$ cat config.mk
export PLATFORM = sky130hd
export DESIGN_NAME = ql_episode_sequencer
export DESIGN_NICKNAME = d
export VERILOG_FILES = /design/src/rtl/ql_episode_sequencer.sv
export SDC_FILE = /design/constraint.sdc
export NUM_CORES = 1
export LEC_CHECK = 0
export CAP_MARGIN = 20
export CORE_MARGIN = 5
export CORE_UTILIZATION = 35
export CTS_BUF_LIST = sky130_fd_sc_hd__clkbuf_2
export DETAILED_ROUTE_END_ITERATION = 10
export PLACE_DENSITY = 0.53
export SETUP_SLACK_MARGIN = 0.05
export SYNTH_ARGS = -nofsm -noshare
export SYNTH_HDL_FRONTEND = slang
export SYNTH_SLANG_ARGS = --single-unit
$ cat constraint.sdc
create_clock -name clk -period 2.87 [get_ports clk]
set_input_delay 0.574 -clock clk [delete_from_list [all_inputs] [get_ports clk]]
set_output_delay 0.574 -clock clk [all_outputs]
set_load 0.01 [all_outputs]
$ cat src/rtl/ql_episode_sequencer.sv
// Episode/step sequencer for the Q-learning datapath: one registered step request per step, epsilon-greedy action hint from a 16-bit LFSR.
// Registered outputs; any step latency >=1 cycle is accepted with no timeout, and i_abort returns to IDLE on the next edge.
module ql_episode_sequencer #(
    parameter int STATES_WIDTH        = 4,
    parameter int ACTIONS_WIDTH       = 2,
    parameter int COUNTER_WIDTH       = 16,
    parameter int MAX_EPISODES        = 3,
    parameter int MAX_STEPS           = 4,
    parameter int GOAL_STATE          = 15,
    parameter int EPS_THRESH          = 26,
    parameter logic [15:0] LFSR_SEED  = 16'hACE1
) (
    input  logic                     clk,
    input  logic                     rst_n,
    input  logic                     i_start,
    input  logic                     i_abort,
    input  logic [STATES_WIDTH-1:0]  i_first_st,
    input  logic                     i_step_done,
    input  logic [STATES_WIDTH-1:0]  i_next_st,
    output logic                     o_step_req,
    output logic [STATES_WIDTH-1:0]  o_cur_st,
    output logic [ACTIONS_WIDTH-1:0] o_at_random,
    output logic                     o_explore,
    output logic [COUNTER_WIDTH-1:0] o_count,
    output logic [COUNTER_WIDTH-1:0] o_step,
    output logic [COUNTER_WIDTH-1:0] o_goal_hits,
    output logic                     o_busy,
    output logic                     o_write_file_en,
    output logic                     o_valid
);
    typedef enum logic [2:0] {S_IDLE, S_REQ, S_WAIT, S_EP_END, S_DONE} state_t;

    localparam logic [COUNTER_WIDTH-1:0] LAST_EP   = COUNTER_WIDTH'(MAX_EPISODES - 1);
    localparam logic [COUNTER_WIDTH-1:0] LAST_STEP = COUNTER_WIDTH'(MAX_STEPS - 1);
    localparam logic [COUNTER_WIDTH-1:0] ONE       = COUNTER_WIDTH'(1);
    localparam logic [STATES_WIDTH-1:0]  GOAL      = STATES_WIDTH'(GOAL_STATE);
    localparam logic [8:0]               EPS       = 9'(EPS_THRESH);

    state_t                     state, state_nxt;
    logic [15:0]                lfsr, lfsr_nxt;
    logic [STATES_WIDTH-1:0]    cur_st_nxt;
    logic [COUNTER_WIDTH-1:0]   count_nxt, step_nxt, goal_nxt;
    logic [ACTIONS_WIDTH-1:0]   rnd_nxt;
    logic                       explore_nxt;

    // Galois form of x^16+x^14+x^13+x^11+1
    function automatic logic [15:0] lfsr_step(input logic [15:0] v);
        return v[0] ? ({1'b0, v[15:1]} ^ 16'hB400) : {1'b0, v[15:1]};
    endfunction

    always_comb begin
        state_nxt  = state;
        lfsr_nxt   = lfsr;
        cur_st_nxt = o_cur_st;
        count_nxt  = o_count;
        step_nxt   = o_step;
        goal_nxt   = o_goal_hits;
        case (state)
            S_IDLE: begin
                if (i_start) begin
                    state_nxt  = S_REQ;
                    count_nxt  = '0;
                    step_nxt   = '0;
                    goal_nxt   = '0;
                    cur_st_nxt = i_first_st;
                    lfsr_nxt   = LFSR_SEED;
                end
            end
            S_REQ: begin
                if (i_abort) begin
                    state_nxt = S_IDLE;
                end else begin
                    state_nxt = S_WAIT;
                    lfsr_nxt  = lfsr_step(lfsr);
                end
            end
            S_WAIT: begin
                if (i_abort) begin
                    state_nxt = S_IDLE;
                end else if (i_step_done) begin
                    cur_st_nxt = i_next_st;
                    if (i_next_st == GOAL) begin
                        goal_nxt  = o_goal_hits + ONE;
                        state_nxt = S_EP_END;
                    end else if (o_step == LAST_STEP) begin
                        state_nxt = S_EP_END;
                    end else begin
                        step_nxt  = o_step + ONE;
                        state_nxt = S_REQ;
                    end
                end
            end
            S_EP_END: begin
                if (i_abort) begin
                    state_nxt = S_IDLE;
                end else if (o_count == LAST_EP) begin
                    state_nxt = S_DONE;
                end else begin
                    count_nxt  = o_count + ONE;
                    step_nxt   = '0;
                    cur_st_nxt = i_first_st;
                    state_nxt  = S_REQ;
                end
            end
            default: state_nxt = S_IDLE;
        endcase
    end

    // The action hint is captured on REQ entry so it is stable for the whole request cycle
    always_comb begin
        rnd_nxt     = o_at_random;
        explore_nxt = o_explore;
        if (state_nxt == S_REQ) begin
            rnd_nxt     = lfsr_nxt[15 -: ACTIONS_WIDTH];
            explore_nxt = ({1'b0, lfsr_nxt[7:0]} < EPS);
        end
    end

    always_ff @(posedge clk or negedge rst_n) begin
        if (!rst_n) begin
            state           <= S_IDLE;
            lfsr            <= LFSR_SEED;
            o_cur_st        <= '0;
            o_count         <= '0;
            o_step          <= '0;
            o_goal_hits     <= '0;
            o_at_random     <= '0;
            o_explore       <= 1'b0;
            o_step_req      <= 1'b0;
            o_busy          <= 1'b0;
            o_write_file_en <= 1'b0;
            o_valid         <= 1'b0;
        end else begin
            state           <= state_nxt;
            lfsr            <= lfsr_nxt;
            o_cur_st        <= cur_st_nxt;
            o_count         <= count_nxt;
            o_step          <= step_nxt;
            o_goal_hits     <= goal_nxt;
            o_at_random     <= rnd_nxt;
            o_explore       <= explore_nxt;
            o_step_req      <= (state_nxt == S_REQ);
            o_busy          <= (state_nxt != S_IDLE);
            o_write_file_en <= (state_nxt == S_EP_END);
            o_valid         <= (state_nxt == S_DONE);
        end
    end
endmodule

==> results.txt <==
The flow ran to the end, and the final reports show no timing, DRC or antenna violations. In this run the post-CTS setup repair buffer count came out at 0. The post-route minimum period came out at ~2.5 ns.

The height of the die is 119 um. The count of flip-flops with a built-in enable after synthesis is 0. In this run the tool buffered the top-level ports with 71 buffer cells.

The cell-internal power came out at 0.00186 W. In the routed layout, each cell is associated on average with a via count of between 5 and 6. The tightest min-delay check is of the reg -> reg type. The total area inside the core boundary comes to 0.0115 mm^2. Gates resized during post-CTS repair numbered 0. Buffers inserted to repair hold after CTS numbered 1. Across every metal layer, demand over resource in global routing totals 0.156. The power density over the cells is 545 mW/mm^2. The total global routing overflow came out at 0. In this design, the stage delay of the slowest critical-path cell is 0.57 ns.

The first TritonRoute pass finished after 4 iterations. The number of failing setup endpoints in the final timing report is 0. The critical path arrival is 2.95 ns.

Max-cap violations in this run came to 0. The number of vias after detailed routing is 3498. The count of different cell masters after synthesis is 61. The kind of critical path is reg -> reg. The remaining routing DRC violations is 0. The sequential element share of the synthesized area came out at 0.473. The final non-filler cell area came out at 0.00513 mm^2.

The final-report max-slew violation count is 0. After detailed placement, the total cell area comes to 0.00498 mm^2. Traced cell by cell, the critical path runs through inv_1 -> ha_1 -> nor4b_2 -> nand4_2 -> a21boi_4 -> inv_2 -> nand2_1 -> inv_2 -> mux2_1. For the final routed database, the setup TNS stands at 0 ns. The required time at the endpoint of the critical path came out at approximately 3.4 ns. The Yosys warning count came out at 0. In this run the worst setup path begins at o_count[0]. The layout overhead on the synthesized area is 23.5%. The number of rows created at floorplan came out at 39. Of the total power, registers draw 0.497. The worst flop-to-flop path startpoint is o_count[0]. The number of fill cells came out at roughly 1200. Synthesis handed over a netlist of 424 instances. Dividing the detail-routed wire length by the instance count gives 16.3 um. Among all flip-flop cells after synthesis, the most frequent one is sky130_fd_sc_hd__dfrtp_1.

The slew at the pin closest to its max-slew limit is 0.581 ns. The slowest stage of the critical path belongs to the cell sky130_fd_sc_hd__a21boi_4. The number of global-route vias before repair is around 3400. The total buffers and inverters traversed by the critical path came out at 3. In this run the most critical hold path is launched from lfsr[6]. The last weighted congestion value of the routability-driven placer came out at between 0.8 and 0.9.

The die width is 119 um. The clock slew seen by the registers of the worst setup and hold paths came out at 0.24 ns. The clock tree buffer depth came out at 2. The number of flip-flops and latches in the synthesized netlist is approximately 80. The power spent charging and discharging nets is 0.000937 W. The total wirelength of the detailed-routed design came out at 10.5 mm. The kind of cell adding the most delay to the critical path is simple AND/OR/NAND/NOR gates. The number of clock buffers added by TritonCTS is 9. The maximum VDD drop came out at 0.000387 V. Of the total power, the clock network draws 0.247.

The clock latency on the worst-skew pair came out at 0.57 ns. The net count after synthesis came out at around 440. The post-route clock skew came out at ~0.037 ns. The final cycle utilization of the critical path is 0.854. The area of the mapped netlist is 0.00415 mm^2.

Static timing analysis puts the maximum clock frequency at ~0.4 GHz. The ratio of cells with drive above 1 in the final layout came out at 0.110. The clock net in this run drives a total of 78 sinks. The total design power is 0.00279 W. The switching power share of the total is 0.336. The kind of launch point of the worst setup path is a flip-flop. The slack of the critical path came out at approximately 0.42 ns. The initial antenna violation count is 0. The endpoint class of the critical path is a flip-flop. The count of antenna-violating nets left after detailed routing is 0. The net count of the finished layout is 512. The final-layout worst hold slack is 0.463 ns.

Counting flops with an async set or reset pin after synthesis yields a share of 1.00. The CTS tree is done. Detailed placement finished with a half-perimeter wire length of about 7.3 mm.

The biggest fanout along the worst timing path is 24. The leakage power total came out at 2.07 nW. The first global-routing pass estimated 17.8 mm of wire. The share of power burned in combinational logic is 0.255. The clock tree synthesis step divided the H-tree into 3 levels. The average cell area after synthesis is 9.79 um^2. The cell that appears most often on the critical path is sky130_fd_sc_hd__inv_2.

The number of DRC markers in iteration 0 is approximately 210. The number of antenna diodes in the final layout is 0. The final hold violation count is 0. The starting density of the core came out at 0.360. The total die area came out at about 0.014 mm^2. Timing analysis after detailed placement gives a worst setup slack of 0.232 ns. The tree is rooted in a sky130_fd_sc_hd__clkbuf_2.

The largest net degree at the start of global routing is 79. 72 I/O pins were placed. The worst slew margin relative to its limit is 0.612. Setup repair after global routing left no endpoint under its margin.
-- cells in the mapped netlist, drive strengths merged, types with 8 or more instances --
cell type / n / share of area
o31ai: 15 / 0.027
nand2b: 9 / 0.014
nand3: 28 / 0.035
xor2: 8 / 0.017
or3: 8 / 0.012
and3: 9 / 0.014
dfrtp: 70 / 0.42
or4: 16 / 0.029
inv: 10 / 0.0090
a21oi: 37 / 0.046
nand2: 49 / 0.044
nor4: 11 / 0.018
dfstp: 8 / 0.051
nor2: 18 / 0.016
nand4: 12 / 0.023
o21ai: 28 / 0.037
mux2i: 12 / 0.029
buf: 19 / 0.034
-- sequential cells by signal, summed over array words and instances (netlist names) --
| register | count |
|---|---|
| o_count | 16 |
| o_step_req | 1 |
| o_goal_hits | 16 |
| o_explore | 1 |
| o_valid | 1 |
| o_write_file_en | 1 |
| o_busy | 1 |
| o_at_random | 2 |
| o_step | 16 |
| o_cur_st | 4 |
| state | 3 |
| lfsr | 16 |
-- layout by cell type (no fill, tap or decap), drive strengths merged, types with 8 or more instances in the layout --
master | netlist | final
clkdlybuf4s50 | 0 | 70
dfrtp | 70 | 70
nand2 | 49 | 49
a21oi | 37 | 37
nand3 | 28 | 28
o21ai | 28 | 28
nor2 | 18 | 18
or4 | 16 | 16
o31ai | 15 | 15
mux2i | 12 | 12
buf | 19 | 12
nand4 | 12 | 12
nor4 | 11 | 11
inv | 10 | 10
nand2b | 9 | 9
clkbuf | 4 | 9
and3 | 9 | 9
or3 | 8 | 8
xor2 | 8 | 8
dfstp | 8 | 8
-- per-layer routing --
layer	wire (um)	track usage	part of all wire
met4	87	0.0442	0.0083
met3	570	0.0559	0.054
met2	4800	0.232	0.46
met5	0	0	0
met1	5050	0.214	0.48
-- layout make-up --
| type | count | area (um^2) | area share |
|---|---|---|---|
| flip-flops and latches | 78 | 1960 | 0.383 |
| well taps | 143 | 179 | 0.0349 |
| repair buffers | 83 | 813 | 0.159 |
| clock inverters | 7 | 88.8 | 0.0173 |
| inverters | 10 | 37.5 | 0.00732 |
| multi-input cells | 313 | 2000 | 0.390 |
| clock buffers | 9 | 45.0 | 0.00878 |
-- per-stage QoR --
step	utilization	instances
2_1_floorplan	-	424
3_5_place_dp	0.433	626
6_report	0.445	643
3_3_place_gp	0.433	626
5_1_grt	0.445	643
4_1_cts	0.445	643
-- worst reg2reg max path: cells and delay by family, from the launching register on --
family / cells / cell delay [ns]
flip-flops: 1 / 0.49
buffers and inverters: 3 / 0.24
adder cells (fa/ha/maj): 1 / 0.14
AND/OR/NAND/NOR: 3 / 0.65
multiplexers: 1 / 0.31
AO/OA/AOI/OAI: 1 / 0.57
-- power by group through the flow --
| stage | Combinational, W | Clock, W | Sequential [W] |
|---|---|---|---|
| global route | 0.000800 | 0.000763 | 0.00142 |
| floorplan | 0.000478 | 0 | 0.00138 |
| CTS | 0.000723 | 0.000723 | 0.00139 |
| global placement | 0.000707 | 0 | 0.00141 |
| finish | 0.000713 | 0.000690 | 0.00139 |
| detailed placement | 0.000718 | 0 | 0.00141 |
-- cells by family after synthesis --
group,after synthesis,synth area share
compound gates,98,0.152
xor+xnor,12,0.0253
fa+ha+maj,4,0.0121
buf+inv,33,0.0464
flops,78,0.473
mux,14,0.0344
simple gates,185,0.257
-- path summary, 6_finish.rpt --
kind	slack (ns)	depth (start not counted)	to
min reg2reg	0.46	2	lfsr[5]
min in group asynchronous	0.51	3	o_step[1]
max reg2reg	0.42	9	o_at_random[0]
max in group asynchronous	1.95	3	lfsr[13]
min	0.46	2	lfsr[5]
max	0.42	9	o_at_random[0]
(Power assumes the default switching activity.)
